`config.mk`:
```
export PLATFORM = sky130hd
export DESIGN_NAME = mc_control_unit
export DESIGN_NICKNAME = d
export VERILOG_FILES = /design/src/rtl/mc_control_unit.sv
export SDC_FILE = /design/constraint.sdc
export NUM_CORES = 1
export LEC_CHECK = 0
export BUFFER_PORTS_ARGS = -buffer_cell sky130_fd_sc_hd__buf_2
export CORE_UTILIZATION = 47
export CTS_CLUSTER_DIAMETER = 60
export CTS_CLUSTER_SIZE = 30
export DETAILED_ROUTE_END_ITERATION = 16
export PLACE_DENSITY = 0.84
export SLEW_MARGIN = 10
export SYNTH_ARGS = -nofsm -noshare
export SYNTH_HDL_FRONTEND = slang
export SYNTH_SLANG_ARGS = --single-unit
export TNS_END_PERCENT = 20
```
`constraint.sdc`:
```
create_clock -name clk -period 5.4 [get_ports clk]
set_input_delay 1.08 -clock clk [delete_from_list [all_inputs] [get_ports clk]]
set_output_delay 1.08 -clock clk [all_outputs]
set_load 0.05 [all_outputs]
```
`src/rtl/mc_control_unit.sv`:
```
// Multi-cycle CPU control unit: sequences IF/ID/EXE/MEM/WB and drives the ALU
// controls, mux selects and datapath write enables from the current state and opcode.
module mc_control_unit #(
    parameter int              OP_W    = 6,
    parameter logic [OP_W-1:0] OP_HALT = 6'h3F
) (
    input  logic            clk,
    input  logic            rst_n,
    input  logic [OP_W-1:0] op,
    input  logic            zero,
    input  logic            sign,
    output logic            PCWre,
    output logic            IRWre,
    output logic            InsMemRW,
    output logic            ALUSrcA,
    output logic            ALUSrcB,
    output logic [2:0]      ALUop,
    output logic            ExtSel,
    output logic            RegWre,
    output logic [1:0]      RegDst,
    output logic            WrRegDSrc,
    output logic            DBDataSrc,
    output logic            mRD,
    output logic            mWR,
    output logic [1:0]      PCSrc,
    output logic            halted
);

    localparam logic [OP_W-1:0] OP_ADD   = OP_W'(6'b000000);
    localparam logic [OP_W-1:0] OP_SUB   = OP_W'(6'b000001);
    localparam logic [OP_W-1:0] OP_ADDIU = OP_W'(6'b000010);
    localparam logic [OP_W-1:0] OP_AND   = OP_W'(6'b010000);
    localparam logic [OP_W-1:0] OP_ANDI  = OP_W'(6'b010001);
    localparam logic [OP_W-1:0] OP_ORI   = OP_W'(6'b010010);
    localparam logic [OP_W-1:0] OP_XORI  = OP_W'(6'b010011);
    localparam logic [OP_W-1:0] OP_SLL   = OP_W'(6'b011000);
    localparam logic [OP_W-1:0] OP_SLTI  = OP_W'(6'b100110);
    localparam logic [OP_W-1:0] OP_SW    = OP_W'(6'b110000);
    localparam logic [OP_W-1:0] OP_LW    = OP_W'(6'b110001);
    localparam logic [OP_W-1:0] OP_BEQ   = OP_W'(6'b110100);
    localparam logic [OP_W-1:0] OP_BNE   = OP_W'(6'b110101);
    localparam logic [OP_W-1:0] OP_BLTZ  = OP_W'(6'b110110);
    localparam logic [OP_W-1:0] OP_J     = OP_W'(6'b111000);
    localparam logic [OP_W-1:0] OP_JR    = OP_W'(6'b111001);
    localparam logic [OP_W-1:0] OP_JAL   = OP_W'(6'b111010);

    typedef enum logic [3:0] {
        S_IF, S_ID, S_EXE_AL, S_EXE_BR, S_EXE_LS, S_MEM, S_WB_AL, S_WB_LD, S_HALT
    } state_t;

    typedef struct packed {
        logic       pc_wre;
        logic       ir_wre;
        logic       ins_mem_rw;
        logic       alu_src_a;
        logic       alu_src_b;
        logic [2:0] alu_op;
        logic       ext_sel;
        logic       reg_wre;
        logic [1:0] reg_dst;
        logic       wr_reg_d_src;
        logic       db_data_src;
        logic       m_rd;
        logic       m_wr;
        logic [1:0] pc_src;
        logic       halted;
    } ctl_t;

    state_t     state, next_state;
    ctl_t       ctl, ctl_out;
    logic       is_rtype, is_itype, is_branch, is_ls, taken;
    logic [2:0] alu_op_dec;
    logic       src_a_dec, src_b_dec, ext_dec;

    // NOTE: every combinational output gets a default first so no path infers a latch.
    always_comb begin
        is_rtype   = 1'b0;
        is_itype   = 1'b0;
        is_branch  = 1'b0;
        is_ls      = 1'b0;
        alu_op_dec = 3'b000;
        src_a_dec  = 1'b0;
        src_b_dec  = 1'b0;
        ext_dec    = 1'b1;
        case (op)
            OP_ADD:   is_rtype = 1'b1;
            OP_SUB:   begin is_rtype = 1'b1; alu_op_dec = 3'b001; end
            OP_AND:   begin is_rtype = 1'b1; alu_op_dec = 3'b100; end
            OP_SLL:   begin is_rtype = 1'b1; alu_op_dec = 3'b010; src_a_dec = 1'b1; end
            OP_ADDIU: begin is_itype = 1'b1; src_b_dec = 1'b1; end
            OP_ANDI:  begin is_itype = 1'b1; alu_op_dec = 3'b100; src_b_dec = 1'b1; ext_dec = 1'b0; end
            OP_ORI:   begin is_itype = 1'b1; alu_op_dec = 3'b011; src_b_dec = 1'b1; ext_dec = 1'b0; end
            OP_XORI:  begin is_itype = 1'b1; alu_op_dec = 3'b111; src_b_dec = 1'b1; ext_dec = 1'b0; end
            OP_SLTI:  begin is_itype = 1'b1; alu_op_dec = 3'b110; src_b_dec = 1'b1; end
            OP_SW, OP_LW:          begin is_ls = 1'b1; src_b_dec = 1'b1; end
            OP_BEQ, OP_BNE, OP_BLTZ: begin is_branch = 1'b1; alu_op_dec = 3'b001; end
            default: ;
        endcase
        taken = ((op == OP_BEQ) && zero) || ((op == OP_BNE) && !zero) ||
                ((op == OP_BLTZ) && sign);
    end

    always_comb begin
        ctl        = '0;
        next_state = state;
        if (state inside {S_EXE_AL, S_EXE_BR, S_EXE_LS}) begin
            ctl.alu_op    = alu_op_dec;
            ctl.alu_src_a = src_a_dec;
            ctl.alu_src_b = src_b_dec;
            ctl.ext_sel   = ext_dec;
        end
        case (state)
            S_IF: begin
                ctl.ir_wre     = 1'b1;
                ctl.ins_mem_rw = 1'b1;
                next_state     = S_ID;
            end
            S_ID: begin
                if (op == OP_HALT)             next_state = S_HALT;
                else if (is_branch)            next_state = S_EXE_BR;
                else if (is_ls)                next_state = S_EXE_LS;
                else if (is_rtype || is_itype) next_state = S_EXE_AL;
                else begin
                    // Jumps retire here; anything undecoded retires as a NOP.
                    ctl.pc_wre = 1'b1;
                    next_state = S_IF;
                    case (op)
                        OP_J:  ctl.pc_src = 2'b11;
                        OP_JR: ctl.pc_src = 2'b10;
                        OP_JAL: begin
                            ctl.pc_src  = 2'b11;
                            ctl.reg_wre = 1'b1;
                        end
                        default: ;
                    endcase
                end
            end
            S_EXE_AL: next_state = S_WB_AL;
            S_EXE_BR: begin
                ctl.pc_wre = 1'b1;
                ctl.pc_src = taken ? 2'b01 : 2'b00;
                next_state = S_IF;
            end
            S_EXE_LS: next_state = S_MEM;
            S_MEM: begin
                if (op == OP_SW) begin
                    ctl.m_wr   = 1'b1;
                    ctl.pc_wre = 1'b1;
                    next_state = S_IF;
                end else begin
                    ctl.m_rd   = 1'b1;
                    next_state = S_WB_LD;
                end
            end
            S_WB_AL: begin
                ctl.reg_wre      = 1'b1;
                ctl.pc_wre       = 1'b1;
                ctl.reg_dst      = is_rtype ? 2'b10 : 2'b01;
                ctl.wr_reg_d_src = 1'b1;
                next_state       = S_IF;
            end
            S_WB_LD: begin
                ctl.reg_wre      = 1'b1;
                ctl.pc_wre       = 1'b1;
                ctl.reg_dst      = 2'b01;
                ctl.db_data_src  = 1'b1;
                ctl.wr_reg_d_src = 1'b1;
                next_state       = S_IF;
            end
            S_HALT: ctl.halted = 1'b1;
            default: next_state = S_IF;
        endcase
    end

    // NOTE: the state register uses non-blocking assignment; everything else here is combinational.
    always_ff @(posedge clk or negedge rst_n) begin
        if (!rst_n) state <= S_IF;
        else        state <= next_state;
    end

    // Reset gates the outputs directly so an aborted instruction stops writing at once.
    assign ctl_out = rst_n ? ctl : '0;

    assign PCWre     = ctl_out.pc_wre;
    assign IRWre     = ctl_out.ir_wre;
    assign InsMemRW  = ctl_out.ins_mem_rw;
    assign ALUSrcA   = ctl_out.alu_src_a;
    assign ALUSrcB   = ctl_out.alu_src_b;
    assign ALUop     = ctl_out.alu_op;
    assign ExtSel    = ctl_out.ext_sel;
    assign RegWre    = ctl_out.reg_wre;
    assign RegDst    = ctl_out.reg_dst;
    assign WrRegDSrc = ctl_out.wr_reg_d_src;
    assign DBDataSrc = ctl_out.db_data_src;
    assign mRD       = ctl_out.m_rd;
    assign mWR       = ctl_out.m_wr;
    assign PCSrc     = ctl_out.pc_src;
    assign halted    = ctl_out.halted;

endmodule

```
==> impl_metrics.csv, run 1 <==
group,metric,value,unit
finish,area_growth_syn_to_layout,20.34,%
timing,period_needed,3.775,ns
drt,detail_route.iter0.violations,57,
cts,clock_latency,0.24,ns
synth,ys_ff_latch,4,
job,drv_cap,0,
worst_setup_path,critPathKind,"in -> out",
floorplanning,pin_count,29,
cts,cts-root-buf,"clkbuf_4",
grt,antenna_found_initial,0,
synth,synth_xor_area_share,2.637,%
timing,finalCritPeriodShare,69.91,%
worst_setup_path,cp-start-kind,"input port",
synth,avgSynthCellArea,6.152,sq um
synth,synth-async-reset-ratio,100.0,%
finish,reg_top3,"state (4)",
synth,yosysTopAreaCell,"dfrtp_1",
synth,muxShareOfSynthArea,1.507,%
timing,fmax,264.9,MHz
floorplanning,die_height,39.60,um
drt,remaining_drc_errors,0,
worst_setup_path,cpPeakStageDelay,0.44,ns
floorplanning,rows,13,
timing,relSlewSlack,63.68,%
worst_setup_path,cp.required,4.32,ns
finish,antenna_cells,0,
grt,grt_pass1_wl,2884,um
cts,hold_buffers,0,
drt,ant_nets,0,
synth,syn_area,664.4,sq um
pwr,netSwitchingFraction,59.22,%
synth,synthesis.nets,118,
floorplanning,start_util,51.06,%
floorplanning,fp.dieArea,1568,sq um
pwr,combPwrFrac,62.0,%
drt,first_pass_iters,5,
pwr,vdd_drop_max,0.2914,mV
pwr,power_frac_clock,12.5,%
synth,synth_adder_area_share,0,%
placed_design,gp_congestion,0.8886,
cts,clock-sinks,4,
synth,ys_warn_count,0,
cts,clk_pin_slew,0.04,ns
synth,synth_edf_count,0,
synth,synthCells,108,
grt,grt-ovfl-total,0,
timing,slew_violations,0,
cts,ctsResizeCount,0,
drt,vias,890,
synth,synth.most_common_cell,"nor2_1",
timing,hold_ws,0.5872,ns
synth,synth_top_family_by_area,"simple AND/OR/NAND/NOR gates",
cts,cts_made_buffers,3,
placed_design,dpl.hpwl,1309,um
timing,setup_tns,0,ns
timing,hold_viol_final,0,
synth,synth_seq_area_share,15.07,%
cts,htreeDepth,1,
synth,synth_area_leaders,"dfrtp_1 (15%), nor2_1 (7.3%), nand3_1 (6.8%), nand2_1 (6.2%), nor3_1 (5.3%)",
synth,ys_top_cells_by_count,"nor2_1 (13), nand2_1 (11), nand3_1 (9), clkbuf_1 (8), nor3_1 (7)",
placed_design,numPortBuffers,28,
floorplanning,die_x,39.60,um
hold_path,min_path_type,"reg -> reg",
synth,synth_top_area_share,15.07,%
cts,post_cts_buffers,0,
pwr,p_sw,181.3,uW
worst_setup_path,critPathCaptureType,"primary output",
cts,cts_tree,"built",
grt,grt_pass1_vias,669,
synth,synth_top_flop_cell,"dfrtp_1",
worst_setup_path,worstPathMaxFanout,9,
timing,rsz0062_at_grt,"false",
finish,largest_reg_flops,4,
pwr,leakagePower,0.3668,nW
finish,drive_gt1_share,24.22,%
synth,synth-compound-area-share,25.24,%
drt,wirelength,1798,um
grt,grt_max_degree,17,
worst_setup_path,path_cells,"buf_2, nor2_1, o21ba_1, o31a_1, nand3_1, o31ai_1, buf_2",
worst_setup_path,crit_arrival,2.70,ns
synth,yosys.area_share.simple,46.33,%
outcome,outcome,"finished clean",
worst_setup_path,path_buf_inv,2,
synth,synth_cell_type_count,35,
grt,gr-usage-all-layers,26.32,%
finish,regMostFlops,"state",
pwr,power.density,382.9,nW/um^2
timing,setup_viol,0,
worst_setup_path,cp_top_family,"compound AO/OA/AOI/OAI gates",
drt,routed_via_density,6.224,
worst_setup_path,cpMaxStageDelayCell,"nor2_1",
floorplanning,core,1301,sq um
cts,cts.path.max_buffers,2,
timing,fin_skew,0.004716,ns
pwr,p_int,124.8,uW
worst_setup_path,cpMostUsedCell,"buf_2",
pwr,sequentialPowerShare,25.5,%
finish,fin_nets,140,
timing,worst-slew-pin-transition,0.5427,ns
drt,wire_per_inst,12.57,um
## logic make-up (layout without fill, tap and decap cells)
group / after synthesis / count (layout)
AO/OA/AOI/OAI: 26 / 26
flip-flops: 4 / 4
multiplexers: 1 / 1
buffers and inverters: 15 / 35
XOR/XNOR: 2 / 2
AND/OR/NAND/NOR: 60 / 60
## worst paths after layout
kind	start	end	slack [ns]	depth (start not counted)
worst min-delay path	state[3]	state[2]	0.59	1
min in group asynchronous	rst_n	state[2]	0.66	1
worst max register to register	state[2]	state[0]	3.94	3
max in group asynchronous	rst_n	state[3]	4.60	1
worst max-delay path	op[5]	RegWre	1.62	7
worst min register to register	state[3]	state[2]	0.59	1
## power groups by stage
stage               logic, mW  registers [mW]  clock network (mW)
floorplan               0.181          0.0494                   0
global placement        0.184          0.0775                   0
detailed placement      0.186          0.0773                   0
CTS                     0.188          0.0765              0.0371
global route            0.204          0.0814              0.0411
finish                  0.190          0.0780              0.0381
## area by class of cell
type / count / area, sq um
well taps: 15 / 18.77
repair buffers: 28 / 140.1
flip-flops and latches: 4 / 100.1
inverters: 4 / 15.01
fillers: 129 / 501.7
clock buffers: 3 / 22.52
multi-input cells: 89 / 503.0
## cell usage in the layout, fill, tap and decap left out, types with 2 or more instances in the layout
cell,instances
o21ai_0,4
dfrtp_1,4
nand2_1,11
nand2b_1,3
nand3_1,9
a21oi_1,6
nand4_1,2
nor2b_1,4
buf_2,28
nor4b_1,2
inv_1,4
o22ai_1,2
o31ai_1,2
nor3b_1,2
a32oi_1,2
clkbuf_4,3
o21ai_1,3
nor2_1,13
nor4_1,4
nor3_1,7
## metrics by stage
step	utilization [%]	instance area, sq um	setup slack, ns	power (mW)	cells
4_1_cts	61.44	799.5	1.671	0.3011	143
5_1_grt	61.44	799.5	1.510	0.3261	143
3_5_place_dp	59.71	777.0	1.689	0.2637	140
2_1_floorplan	-	664.4	0.7852	0.2302	108
3_3_place_gp	59.71	777.0	1.705	0.2615	140
6_report	61.44	799.5	1.625	0.3061	143
## worst register-to-register path, delay by kind of cell (launching register included)
family | cells | cell delay [ns]
AOI/OAI and AO/OA | 2 | 0.43
DFF | 1 | 0.53
and+or+nand+nor | 1 | 0.39
## layer usage
| layer | global-route usage (%) | vias to the layer above | part of all wire (%) | routed length [um] |
|---|---|---|---|---|
| met5 | 0 | - | 0 | 0 |
| met4 | 5.172 | 0 | 0 | 0 |
| met3 | 3.409 | 0 | 10 | 187 |
| met2 | 42.21 | 64 | 47 | 854 |
| met1 | 36.95 | 390 | 42 | 755 |
| li1 | - | 436 | - | - |
Power figures use the tool's default switching activity.
==> inputs of run 2 (changes only) <==
--- a/config.mk
+++ b/config.mk
@@ -6,11 +6,11 @@
 export NUM_CORES = 1
 export LEC_CHECK = 0
 export BUFFER_PORTS_ARGS = -buffer_cell sky130_fd_sc_hd__buf_2
-export CORE_UTILIZATION = 47
+export CORE_UTILIZATION = 41
 export CTS_CLUSTER_DIAMETER = 60
 export CTS_CLUSTER_SIZE = 30
 export DETAILED_ROUTE_END_ITERATION = 16
-export PLACE_DENSITY = 0.84
+export PLACE_DENSITY = 0.78
 export SLEW_MARGIN = 10
 export SYNTH_ARGS = -nofsm -noshare
 export SYNTH_HDL_FRONTEND = slang
==> constraint.sdc (replaced) <==
create_clock -name clk -period 3.1 [get_ports clk]
set_input_delay 0.62 -clock clk [delete_from_list [all_inputs] [get_ports clk]]
set_output_delay 0.62 -clock clk [all_outputs]
set_load 0.05 [all_outputs]
==> impl_metrics.csv, run 2 (synthesis results as in run 1) <==
group,metric,value,unit
finish,antenna_cells,0,
cts,post_cts_buffers,0,
finish,area_growth_syn_to_layout,23.73,%
drt,first_pass_iters,4,
timing,fmax,344.2,MHz
pwr,power.density,663.3,nW/um^2
worst_setup_path,path_cells,"nor4b_1, o21ai_0, nor2_1, nand3_1, nor3b_1, buf_2",
timing,relSlewSlack,69.43,%
cts,clock-sinks,4,
timing,setup_viol,0,
pwr,fin_total_pwr,545.3,uW
finish,largest_reg_flops,4,
pwr,leakagePower,0.3783,nW
worst_setup_path,cp_top_family,"simple AND/OR/NAND/NOR gates",
worst_setup_path,path_buf_inv,1,
timing,fin_skew,0.0004401,ns
job,drv_cap,0,
finish,mostFrequentLayoutCells,"buf_2 (28), nor2_1 (13), nand2_1 (11)",
drt,wirelength,1790,um
drt,remaining_drc_errors,0,
worst_setup_path,cpMaxStageDelayCell,"dfrtp_1",
finish,fillers,155,
drt,wire_per_inst,12.26,um
timing,slew_violations,0,
grt,grt_pass1_wl,3077,um
worst_setup_path,cpPeakStageDelay,0.50,ns
floorplanning,start_util,44.10,%
hold_path,min_path_type,"in -> async",
grt,grt_pass1_vias,713,
floorplanning,pin_count,29,
timing,period_needed,2.906,ns
timing,worst-slew-pin-transition,0.4543,ns
worst_setup_path,critPathKind,"reg -> out",
cts,htreeDepth,1,
worst_setup_path,r2r_cells,3,
floorplanning,core,1506,sq um
worst_setup_path,critPathCaptureType,"primary output",
drt,vias,889,
timing,setup_slack,0.1944,ns
grt,grt-ovfl-total,0,
finish,reg_top3,"state (4)",
grt,antenna_found_initial,0,
timing,hold_viol_final,0,
floorplanning,die_height,42.26,um
cts,clk_pin_slew,0.03,ns
cts,cts-root-buf,"clkbuf_4",
finish,drive_gt1_share,26.15,%
cts,hold_buffers,0,
floorplanning,rows,14,
cts,cts_made_buffers,3,
finish,layout_commonest_cell,"buf_2",
floorplanning,die_x,42.26,um
outcome,outcome,"finished clean",
pwr,vdd_drop_max,0.4631,mV
worst_setup_path,crit_arrival,2.29,ns
placed_design,pre_cts_ws,0.3186,ns
worst_setup_path,worstPathMaxFanout,12,
cts,ctsResizeCount,0,
finish,fin_nets,142,
drt,ant_nets,0,
finish,regMostFlops,"state",
placed_design,dpl.hpwl,1379,um
cts,cts.path.max_buffers,2,
grt,grt_max_degree,16,
worst_setup_path,cp-start-kind,"flip-flop",
floorplanning,fp.dieArea,1785,sq um
drt,detail_route.iter0.violations,28,
timing,finalCritPeriodShare,93.73,%
cts,cts_tree,"built",
worst_setup_path,cp.required,2.48,ns
placed_design,gp_congestion,0.8756,
placed_design,numPortBuffers,28,
cts,clock_latency,0.23,ns
drt,routed_via_density,6.089,
grt,gr-usage-all-layers,21.66,%
worst_setup_path,cp.depth,6,
timing,rsz0062_at_grt,"false",
-- run 2: changes by cell type in the layout (fill, tap and decap cells not counted) --
cell	delta
buf_4	+2
nor4b_1	-1
nor4b_2	+1
-- run 2: final timing paths --
path,start,endpoint,slack (ns)
max in group asynchronous,rst_n,state[1],2.75
max,state[1],PCSrc[1],0.19
min in group clk,state[3],state[2],0.59
min reg2reg,state[3],state[2],0.59
min,rst_n,state[0],0.21
max reg2reg,state[1],state[0],1.59
-- run 2: worst reg2reg max path, stage by stage (launching register included) --
cell and delay, ns:
dfrtp_1 0.50, nor4b_1 0.45, a32oi_1 0.18, a211oi_1 0.28
-- run 2: cell type report --
type | instances | area [sq um] | share of cell area (%)
Tap cell | 16 | 20.02 | 2.435
Inverter | 4 | 15.01 | 1.826
Clock buffer | 3 | 22.52 | 2.740
Sequential cell | 4 | 100.1 | 12.18
Multi-Input combinational cell | 89 | 509.2 | 61.95
Timing Repair Buffer | 30 | 155.1 | 18.87
-- run 2: through the flow --
stage          cell area (sq um)  instances  utilization [%]  hold WS, ns  TNS, ns
5_1_grt                    822.0        146            54.57       0.2119        0
2_1_floorplan              670.6        108                -       0.3244  -0.2940
6_report                   822.0        146            54.57       0.2076        0
3_3_place_gp               799.5        143            53.07       0.4430        0
4_1_cts                    822.0        146            54.57       0.2003        0
3_5_place_dp               799.5        143            53.07       0.4471        0
-- run 2: power by group --
part,switching [mW],leakage (nW),internal (mW)
logic,0.256,0.315,0.113
registers,0.0419,0.0498,0.0722
clock network,0.0188,0.0138,0.0431
-- run 2: layer usage --
layer | routed length (um) | up-vias | track usage (%)
li1 | - | 437 | -
met1 | 798 | 404 | 30.13
met2 | 870 | 46 | 33.23
met3 | 113 | 2 | 3.017
met4 | 8 | 0 | 9.375
met5 | 0 | - | 0
